[src/rtl/sudoku_pkg.sv]
// Shared definitions for the 4x4 Sudoku game core and its auto player.
// Cell k sits at row k[3:2], column k[1:0] of the board.
package sudoku_pkg;
    localparam int CELL_W    = 3;
    localparam int NUM_CELLS = 16;
    localparam int VAL_W     = 2;
    localparam int IDX_W     = 4;

    localparam logic [3:0] ST_IDLE      = 4'd0;
    localparam logic [3:0] ST_WAIT_DIFF = 4'd1;
    localparam logic [3:0] ST_SCAN      = 4'd2;
    localparam logic [3:0] ST_WAIT_ROW  = 4'd3;
    localparam logic [3:0] ST_WAIT_COL  = 4'd4;
    localparam logic [3:0] ST_WAIT_VAL  = 4'd5;
    localparam logic [3:0] ST_WAIT_FILL = 4'd6;
    localparam logic [3:0] ST_DONE      = 4'd7;
    localparam logic [3:0] ST_ERROR     = 4'd8;

    typedef enum logic [3:0] {
        IDLE      = ST_IDLE,
        WAIT_DIFF = ST_WAIT_DIFF,
        SCAN      = ST_SCAN,
        WAIT_ROW  = ST_WAIT_ROW,
        WAIT_COL  = ST_WAIT_COL,
        WAIT_VAL  = ST_WAIT_VAL,
        WAIT_FILL = ST_WAIT_FILL,
        DONE      = ST_DONE,
        ERROR     = ST_ERROR
    } state_t;

    function automatic logic [VAL_W-1:0] cell_row(
        input logic [IDX_W-1:0] idx
    );
        return idx[3:2];
    endfunction

    function automatic logic [VAL_W-1:0] cell_col(
        input logic [IDX_W-1:0] idx
    );
        return idx[1:0];
    endfunction

    function automatic logic [CELL_W-1:0] cell_val(
        input logic [CELL_W*NUM_CELLS-1:0] board,
        input logic [IDX_W-1:0]            idx
    );
        return board[idx*CELL_W +: CELL_W];
    endfunction
endpackage

[src/rtl/sudoku_cell_scan.sv]
// First-unfilled-cell search, one cell per cycle from index 0.
// While start is high the pointer is parked at cell 0; dropping it runs the search.
module sudoku_cell_scan
    import sudoku_pkg::*;
(
    input  logic                 clk,
    input  logic                 rst_n,
    input  logic                 start,
    input  logic [NUM_CELLS-1:0] fill,
    output logic                 found,
    output logic                 all_full,
    output logic [IDX_W-1:0]     idx
);
    logic [IDX_W-1:0] ptr;

    assign idx      = ptr;
    assign found    = !start && !fill[ptr];
    assign all_full = !start && fill[ptr] &&
                      (ptr == IDX_W'(NUM_CELLS-1));

    always_ff @(posedge clk) begin
        if (!rst_n || start) begin
            ptr <= '0;
        end else if (!found && !all_full) begin
            ptr <= ptr + 1'b1;
        end
    end
endmodule

[src/rtl/sudoku_auto_player.sv]
// Auto player: enters difficulty, then row/col/value for each empty
// cell in ascending order, until the core reports the board solved.
module sudoku_auto_player
    import sudoku_pkg::*;
#(
    parameter int GAP_CYCLES = 1,
    parameter int TIMEOUT    = 64
) (
    input  logic                        in_clka,
    input  logic                        in_restart_n,
    input  logic                        in_start,
    input  logic [1:0]                  in_diff,
    input  logic [CELL_W*NUM_CELLS-1:0] in_real_board,
    input  logic [NUM_CELLS-1:0]        in_fill_flag,
    input  logic                        in_set_diff_flag,
    input  logic                        in_row_flag,
    input  logic                        in_col_flag,
    input  logic                        in_val_flag,
    input  logic                        in_solved,
    output logic                        out_enter,
    output logic [VAL_W-1:0]            out_diff_cell_val,
    output logic [IDX_W-1:0]            out_cell_idx,
    output logic                        out_busy,
    output logic                        out_done,
    output logic                        out_error
);
    state_t           state;
    logic [3:0]       gap_cnt;
    logic [7:0]       tmo_cnt;
    logic             has_target;
    logic             scan_found;
    logic             scan_full;
    logic [IDX_W-1:0] scan_idx;
    logic             in_wait;
    logic             flag_seen;
    logic             gap_ok;
    logic             timed_out;
    logic             bad_val;
    logic [CELL_W-1:0] sol;
    logic [CELL_W-1:0] sol_m1;

    sudoku_cell_scan u_scan (
        .clk      (in_clka),
        .rst_n    (in_restart_n),
        .start    (state != SCAN),
        .fill     (in_fill_flag),
        .found    (scan_found),
        .all_full (scan_full),
        .idx      (scan_idx)
    );

    assign sol     = cell_val(in_real_board, out_cell_idx);
    assign sol_m1  = sol - 1'b1;
    assign bad_val = (sol == '0) || (sol > 3'd4);
    assign gap_ok  = (gap_cnt == '0);

    always_comb begin
        in_wait   = 1'b1;
        flag_seen = 1'b0;
        case (state)
            WAIT_DIFF: flag_seen = in_set_diff_flag;
            WAIT_ROW:  flag_seen = in_row_flag;
            WAIT_COL:  flag_seen = in_col_flag;
            WAIT_VAL:  flag_seen = in_val_flag;
            WAIT_FILL: flag_seen = has_target &&
                                   in_fill_flag[out_cell_idx];
            default:   in_wait = 1'b0;
        endcase
    end

    // The timeout only advances while the awaited flag is absent.
    assign timed_out = in_wait && !flag_seen &&
                       (tmo_cnt == 8'(TIMEOUT-1));

    always_ff @(posedge in_clka) begin
        if (!in_restart_n) begin
            state             <= IDLE;
            out_enter         <= 1'b0;
            out_diff_cell_val <= '0;
            out_cell_idx      <= '0;
            out_busy          <= 1'b0;
            out_done          <= 1'b0;
            out_error         <= 1'b0;
            gap_cnt           <= '0;
            tmo_cnt           <= '0;
            has_target        <= 1'b0;
        end else begin
            out_enter         <= 1'b0;
            out_diff_cell_val <= '0;
            if (!gap_ok) gap_cnt <= gap_cnt - 1'b1;
            if (in_wait && !flag_seen) tmo_cnt <= tmo_cnt + 1'b1;
            else tmo_cnt <= '0;

            if (in_wait && in_solved) begin
                state    <= DONE;
                out_busy <= 1'b0;
                out_done <= 1'b1;
            end else if (timed_out) begin
                state     <= ERROR;
                out_busy  <= 1'b0;
                out_error <= 1'b1;
            end else begin
                case (state)
                    IDLE, DONE, ERROR: begin
                        if (in_start) begin
                            state     <= WAIT_DIFF;
                            out_busy  <= 1'b1;
                            out_done  <= 1'b0;
                            out_error <= 1'b0;
                            gap_cnt   <= '0;
                            tmo_cnt   <= '0;
                        end
                    end
                    WAIT_DIFF: begin
                        if (flag_seen && gap_ok) begin
                            out_enter         <= 1'b1;
                            out_diff_cell_val <= in_diff;
                            gap_cnt           <= 4'(GAP_CYCLES);
                            state             <= SCAN;
                        end
                    end
                    SCAN: begin
                        if (scan_found) begin
                            out_cell_idx <= scan_idx;
                            has_target   <= 1'b1;
                            state        <= WAIT_ROW;
                        end else if (scan_full) begin
                            has_target <= 1'b0;
                            state      <= WAIT_FILL;
                        end
                    end
                    WAIT_ROW: begin
                        if (flag_seen && gap_ok) begin
                            out_enter         <= 1'b1;
                            out_diff_cell_val <= cell_row(out_cell_idx);
                            gap_cnt           <= 4'(GAP_CYCLES);
                            state             <= WAIT_COL;
                        end
                    end
                    WAIT_COL: begin
                        if (flag_seen && gap_ok) begin
                            out_enter         <= 1'b1;
                            out_diff_cell_val <= cell_col(out_cell_idx);
                            gap_cnt           <= 4'(GAP_CYCLES);
                            state             <= WAIT_VAL;
                        end
                    end
                    WAIT_VAL: begin
                        if (bad_val) begin
                            state     <= ERROR;
                            out_busy  <= 1'b0;
                            out_error <= 1'b1;
                        end else if (flag_seen && gap_ok) begin
                            out_enter         <= 1'b1;
                            out_diff_cell_val <= sol_m1[VAL_W-1:0];
                            gap_cnt           <= 4'(GAP_CYCLES);
                            state             <= WAIT_FILL;
                        end
                    end
                    WAIT_FILL: begin
                        if (flag_seen) state <= SCAN;
                    end
                    default: state <= IDLE;
                endcase
            end
        end
    end
endmodule

[config.mk]
export PLATFORM = sky130hd
export DESIGN_NAME = sudoku_auto_player
export DESIGN_NICKNAME = d
export VERILOG_FILES = /design/src/rtl/sudoku_pkg.sv /design/src/rtl/sudoku_cell_scan.sv /design/src/rtl/sudoku_auto_player.sv
export SDC_FILE = /design/constraint.sdc
export NUM_CORES = 1
export LEC_CHECK = 0
export ABC_AREA = 1
export CORE_ASPECT_RATIO = 0.7
export CORE_MARGIN = 3
export CORE_UTILIZATION = 46
export CTS_CLUSTER_DIAMETER = 150
export DETAILED_ROUTE_END_ITERATION = 16
export PLACE_DENSITY_LB_ADDON = 0.08
export SYNTH_ARGS = -nofsm -noshare
export SYNTH_HDL_FRONTEND = slang
export SYNTH_SLANG_ARGS = --single-unit
[constraint.sdc]
create_clock -name in_clka -period 3.5 [get_ports in_clka]
set_clock_uncertainty 0.1 [all_clocks]
set_input_delay 0.7 -clock in_clka [delete_from_list [all_inputs] [get_ports in_clka]]
set_output_delay 0.7 -clock in_clka [all_outputs]
set_load 0.02 [all_outputs]
* After elaboration in Yosys (flattened, before gate mapping)
Cells that the tools add are included.
** Word-level totals
- Register bits after elaboration :: 31
- Input bits :: 74
- Logic and storage cells :: 141
** Operators by class
- $add $sub $neg :: 4
- Multiply operators :: 1
- Order comparisons :: 3
- Equality and inequality tests :: 29
- Shift operators :: 1
- Mux-type cells :: 51
- Bitwise logic cells :: 3
- Reduce and logical (&&, ||, !) cells :: 37
** Operator list (number)
- 4-bit two-way mux :: 16
- 48-bit by 7-bit variable part select with 3-bit output :: 1
- 8-bit two-way mux :: 5
- 4-bit case mux with 7 select lines :: 1
- 4-bit inequality test, second input constant :: 6
- 3-bit inequality test, second input constant :: 6
- 4-bit by 3-bit equality test with 1-bit output, second input constant :: 4
- 1-bit two-way mux :: 15
- 7-bit AND reduction :: 2
- 4-bit case mux with 3 select lines :: 1
- 4-bit AND reduction :: 3
- 4-bit by 5-bit < comparator with 1-bit output, second input constant :: 2
- 2-bit two-way mux :: 5
- 1-bit logical AND :: 9
- 3-bit OR reduction :: 3
- 8-bit by 1-bit adder with 8-bit output, second input constant :: 1
- 1-bit binary-select mux with 4-bit select :: 2
- 4-bit by 2-bit equality test with 1-bit output, second input constant :: 2
- 4-bit equality test, second input constant :: 2
- 8-bit by 6-bit equality test with 1-bit output, second input constant :: 1
- 4-bit zero test :: 2
- 4-bit by 2-bit inequality test with 1-bit output, second input constant :: 2
- 2-bit case mux with 4 select lines :: 1
- 2-bit nonzero test :: 4
- 21 further kinds :: 33

* Depth between registers and ports, before layout
- Word-level depth :: 11
- Mapped depth :: 19

* Cells and area by module
From an unflattened synthesis, not the netlist that was laid out.
** Second synthesis, totals
- Cell total of the unflattened synthesis :: 435
- Area, all modules :: 2544.9 um2
** By module, submodules not included
- sudoku_auto_player :: times used 1, cells an instance 355, area an instance 2093.3 um2, seq. area each 540.5 um2
- sudoku_cell_scan :: times used 1, cells an instance 80, area an instance 451.7 um2, seq. area each 80.1 um2

* Worst setup path before layout
Ideal clock, no wire load.
- Path type :: register to register
- From :: register out_cell_idx[0]
- To :: register state[0]
- Setup time :: 0.113 ns
- Arrival :: 2.343 ns
- Slack :: 0.944 ns
- Cell stages (with the launch flop) :: 19
- Path buffers :: 2
- Clock period less this slack :: 2.556 ns
- Cell sequence :: dfxtp_1 buf_2 clkbuf_1 o21ai_0 o221ai_1 o211ai_1 nand2_1 inv_1 ha_1 inv_1 nand3_2 nand3_2 nand2_2 nand2_1 nand2_2 nand2_2 nand2_1 nand2_1 nor2_1
** Between the ends
- Longest elaborated chain between the ends :: 9
** RTL lines
- start: declaration :: line sudoku_auto_player.sv:22 : output logic [IDX_W-1:0] out_cell_idx,
- start signal: assignment :: line sudoku_auto_player.sv:124 : out_cell_idx <= scan_idx;
- branches (longest 9 deep; another with 4-bit by 2-bit multiplier with 6-bit output)
- end signal: assignment :: line sudoku_auto_player.sv:77 : state <= IDLE;
- end signal: assignment :: line sudoku_auto_player.sv:95 : state <= DONE;
- end signal: assignment :: line sudoku_auto_player.sv:99 : state <= ERROR;
- end: declaration :: line sudoku_auto_player.sv:27 : state_t state;
Several ways; the timed one is not identified. The select of a mux whose other input is x is not followed.
A chain may end at the register's enable or synchronous reset.

* Final worst setup path
- From :: register out_cell_idx[0]
- To :: register state[2]
Same word-level chain as after synthesis.

==> metrics.md <==
| Metric | Value |
|---|---|
| DRT iter0 DRCs | `approximately 220` |
| Max Clock Freq | `roughly 0.36 GHz` |
| Fraction of registers with async set/reset | `0%` |
| CTS tree | `yes` |
| Initial core utilization | `49.47%` |
| Sequential share of power | `24.9%` |
| Top FF cell, synth | `dfxtp_1` |
| Sw power | `885.7 uW` |
| Worst Hold Class | `flip-flop to flip-flop` |
| Slew @ Worst Pin | `around 0.53 ns` |
| DP Wirelength | `~5.7 mm` |
| Synth Area in Compound Gates | `~15%` |
| Vias in the first global route | `2503` |
| Overall routing resource usage | `23.85%` |
| Fin crit share | `79.31%` |
| TritonCTS Buffers | `5` |
| Final setup fails | `0` |
| Endpoints failing hold | `0` |
| Outcome | `finished clean` |
| DR WL/cell | `13.20 um` |
| Routability cong. | `~0.9` |
| Internal power | `1.086 mW` |
| Synth top area cells | `dfxtp_1 (25%), nand2_1 (17%), nand3_1 (9.8%), nor2_1 (7.8%), inv_1 (6.0%)` |
| Clock network power share | `18.6%` |
| Top cell type's share of synthesized area | `between 20% and 30%` |
| Post-synth EDFFs | `0` |
| Synth Net Count | `approximately 490` |
| Unrepaired setup endpoints after global routing | `no` |
| Crit. End Element | `flip-flop` |
| Synth warn | `0` |
| Post-cts sizing count | `0` |
| Post-DR vias/cell | `between 5 and 6` |
| Sequential element share of the synthesized area | `25.40%` |
| Total routed wirelength | `about 7.4 mm` |
| Initial antenna violation count | `0` |
| Synthesized cell area | `about 2400 um2` |
| Max IR drop VDD | `398.9 uV` |
| CTS Root Cell | `clkbuf_8` |
| Die ar. | `slightly above 6000 um2` |
| Max Cap Viol | `0` |
| Multiplexer share of the synthesized area | `0%` |
| LEAKAGE | `~1.5 nW` |
| Crit path DAT | `between 2 and 3 ns` |
| Slew headroom | `about two thirds` |
| CTS Hold Bufs | `0` |
| Sinks on Clock Net | `31` |
| Antenna diode count | `0` |
| Critical path startpoint category | `flip-flop` |
| Final slew viol count | `0` |
| First-pass GRT wire length | `~12 mm` |
| Combinational fraction of design power | `roughly 56%` |
| Flops & latches, synth | `31` |
| Util after Layout | `between 60% and 70%` |
| Layout net count | `567` |
| Post-CTS Setup Inserts | `0` |
| Area growth syn-to-layout | `40.76%` |
| Vias | `approximately 2900` |
| Syn Area/Cell | `around 6 um2` |
| Global route overflow | `0` |
| Req. time, crit path | `roughly 3.6 ns` |
| Min Tclk post-route | `between 2 and 3 ns` |
| Clock buffer depth | `2` |
| Drt first pass iters | `5` |
| Post-synth cell types | `40` |
| Port buffer count | `between 80 and 90` |
| Die Y | `~67 um` |
| Critical path class | `flip-flop to flip-flop` |
| # DRC | `0` |
| Synth Instances | `a little over 400` |
| Htree depth | `2` |
| Num rows | `21` |
| Post-Synth Adder-Cell Area | `a little over 2%` |
| Synth Area in Simple Gates | `between 40% and 50%` |
| Commonest non-fill, non-tap cells in the layout | `nand2_1 (112), clkdlybuf4s50_1 (83), nor2_1 (51)` |
| Die width | `93.12 um` |
| Layout cell share with drive strength beyond 1 | `under 10%` |
| Main combinational cell family by area after synthesis | `simple AND/OR/NAND/NOR gates` |
| Number of top-level pins | `between 80 and 90` |
| Post-DRT Antenna Nets | `0` |
| Core Area | `about 5000 um2` |
| Crit Path Max Fanout | `34` |
| Area leader, netlist | `dfxtp_1` |
| CTS clk-pin slew, worst paths | `around 0.07 ns` |
| P per Cell Area | `573.2 nW/um2` |
| Synth Area in XOR/XNOR | `about 2.9%` |
| Clk_lat worst skew | `0.28 ns` |
| Sw frac | `44.92%` |
| Largest net degree at the start of global routing | `35` |
| Commonest non-fill, non-tap cell in the layout | `nand2_1` |
| Setup TNS Final | `0 ns` |
[logic make-up (layout without fill, tap and decap cells)]
| logic type | Yosys count | count (layout) |
|---|---|---|
| flops | 31 | 31 |
| simple gates | 244 | 244 |
| xor+xnor | 8 | 8 |
| compound gates | 61 | 61 |
| buf+inv | 59 | 142 |
| fa+ha+maj | 4 | 4 |
[cell type report]
cell class	instances	area [um2]
well taps	69	86.33
multi-input cells	317	1575
flip-flops and latches	31	620.6
clock buffers	6	82.58
clock inverters	2	35.03
repair buffers	87	860.8
fillers	472	1500
inverters	47	178.9
[per-stage QoR]
step	worst slack (ns)	instances	hold slack, ns	area (um2)	power [mW]
after floorplan	0.9444	407	0.3179	2444	1.281
after CTS	0.7389	559	0.3557	3440	1.963
after detailed placement	0.5587	551	0.3447	3322	1.591
final	0.7243	559	0.3499	3440	1.972
after global routing	0.4244	559	0.3915	3440	2.134
after global placement	0.6371	551	0.3338	3322	1.572
[metal layers]
metal / vias up / wire (um) / track usage [%]
li1: 1494 / - / -
met2: 120 / 2993 / 36.23
met5: - / 0 / 0
met4: 0 / 14 / 2.194
met1: 1262 / 3782 / 35.84
met3: 2 / 586 / 4.515
[worst max-delay path, cell delays in order, from the launching register on]
cell and delay (ns):
dfxtp_1 0.31, buf_4 0.20, inv_2 0.41, o21ai_0 0.16
o221ai_1 0.17, o211ai_1 0.13, nand2_1 0.11, inv_1 0.05
ha_1 0.21, inv_1 0.07, nand3_2 0.09, nand3_2 0.14
nand2_2 0.08, nand2_1 0.08, nand2_2 0.07, nand2_2 0.11
nand2_1 0.07, nand2_1 0.07, nor2_1 0.04
[worst paths after layout]
check / startpoint / end / slack (ns) / depth (start not counted)
min reg2reg: tmo_cnt[0] / tmo_cnt[0] / 0.35 / 1
max reg2reg: out_cell_idx[0] / state[2] / 0.72 / 18
max: out_cell_idx[0] / state[2] / 0.72 / 18
min: tmo_cnt[0] / tmo_cnt[0] / 0.35 / 1
[synthesized netlist by cell type (4+ instances only)]
master	number
inv_1	39
o21ai_0	26
nand3_1	48
inv_2	6
xor2_1	5
ha_1	4
dfxtp_1	31
nand2_1	112
nand2_2	10
o221ai_1	6
a21oi_1	18
clkbuf_1	4
nor3_1	6
nor2_1	51
buf_2	4
[power by group through the flow]
stage                     combinational (mW)  sequential (mW)  clock (mW)
after floorplan                        0.776            0.505           0
after global placement                  1.08            0.496           0
after detailed placement                1.09            0.499           0
after CTS                               1.10            0.490       0.372
after global routing                    1.25            0.502       0.385
final                                   1.11            0.491       0.366
[sequential cells by signal, summed over array words and instances, names as in the netlist]
signal             count
tmo_cnt                8
out_cell_idx           4
out_done               1
out_error              1
out_busy               1
has_target             1
u_scan.idx             4
out_enter              1
gap_cnt                4
state                  4
out_diff_cell_val      2
Note: power is estimated with default switching activity, not from simulation.
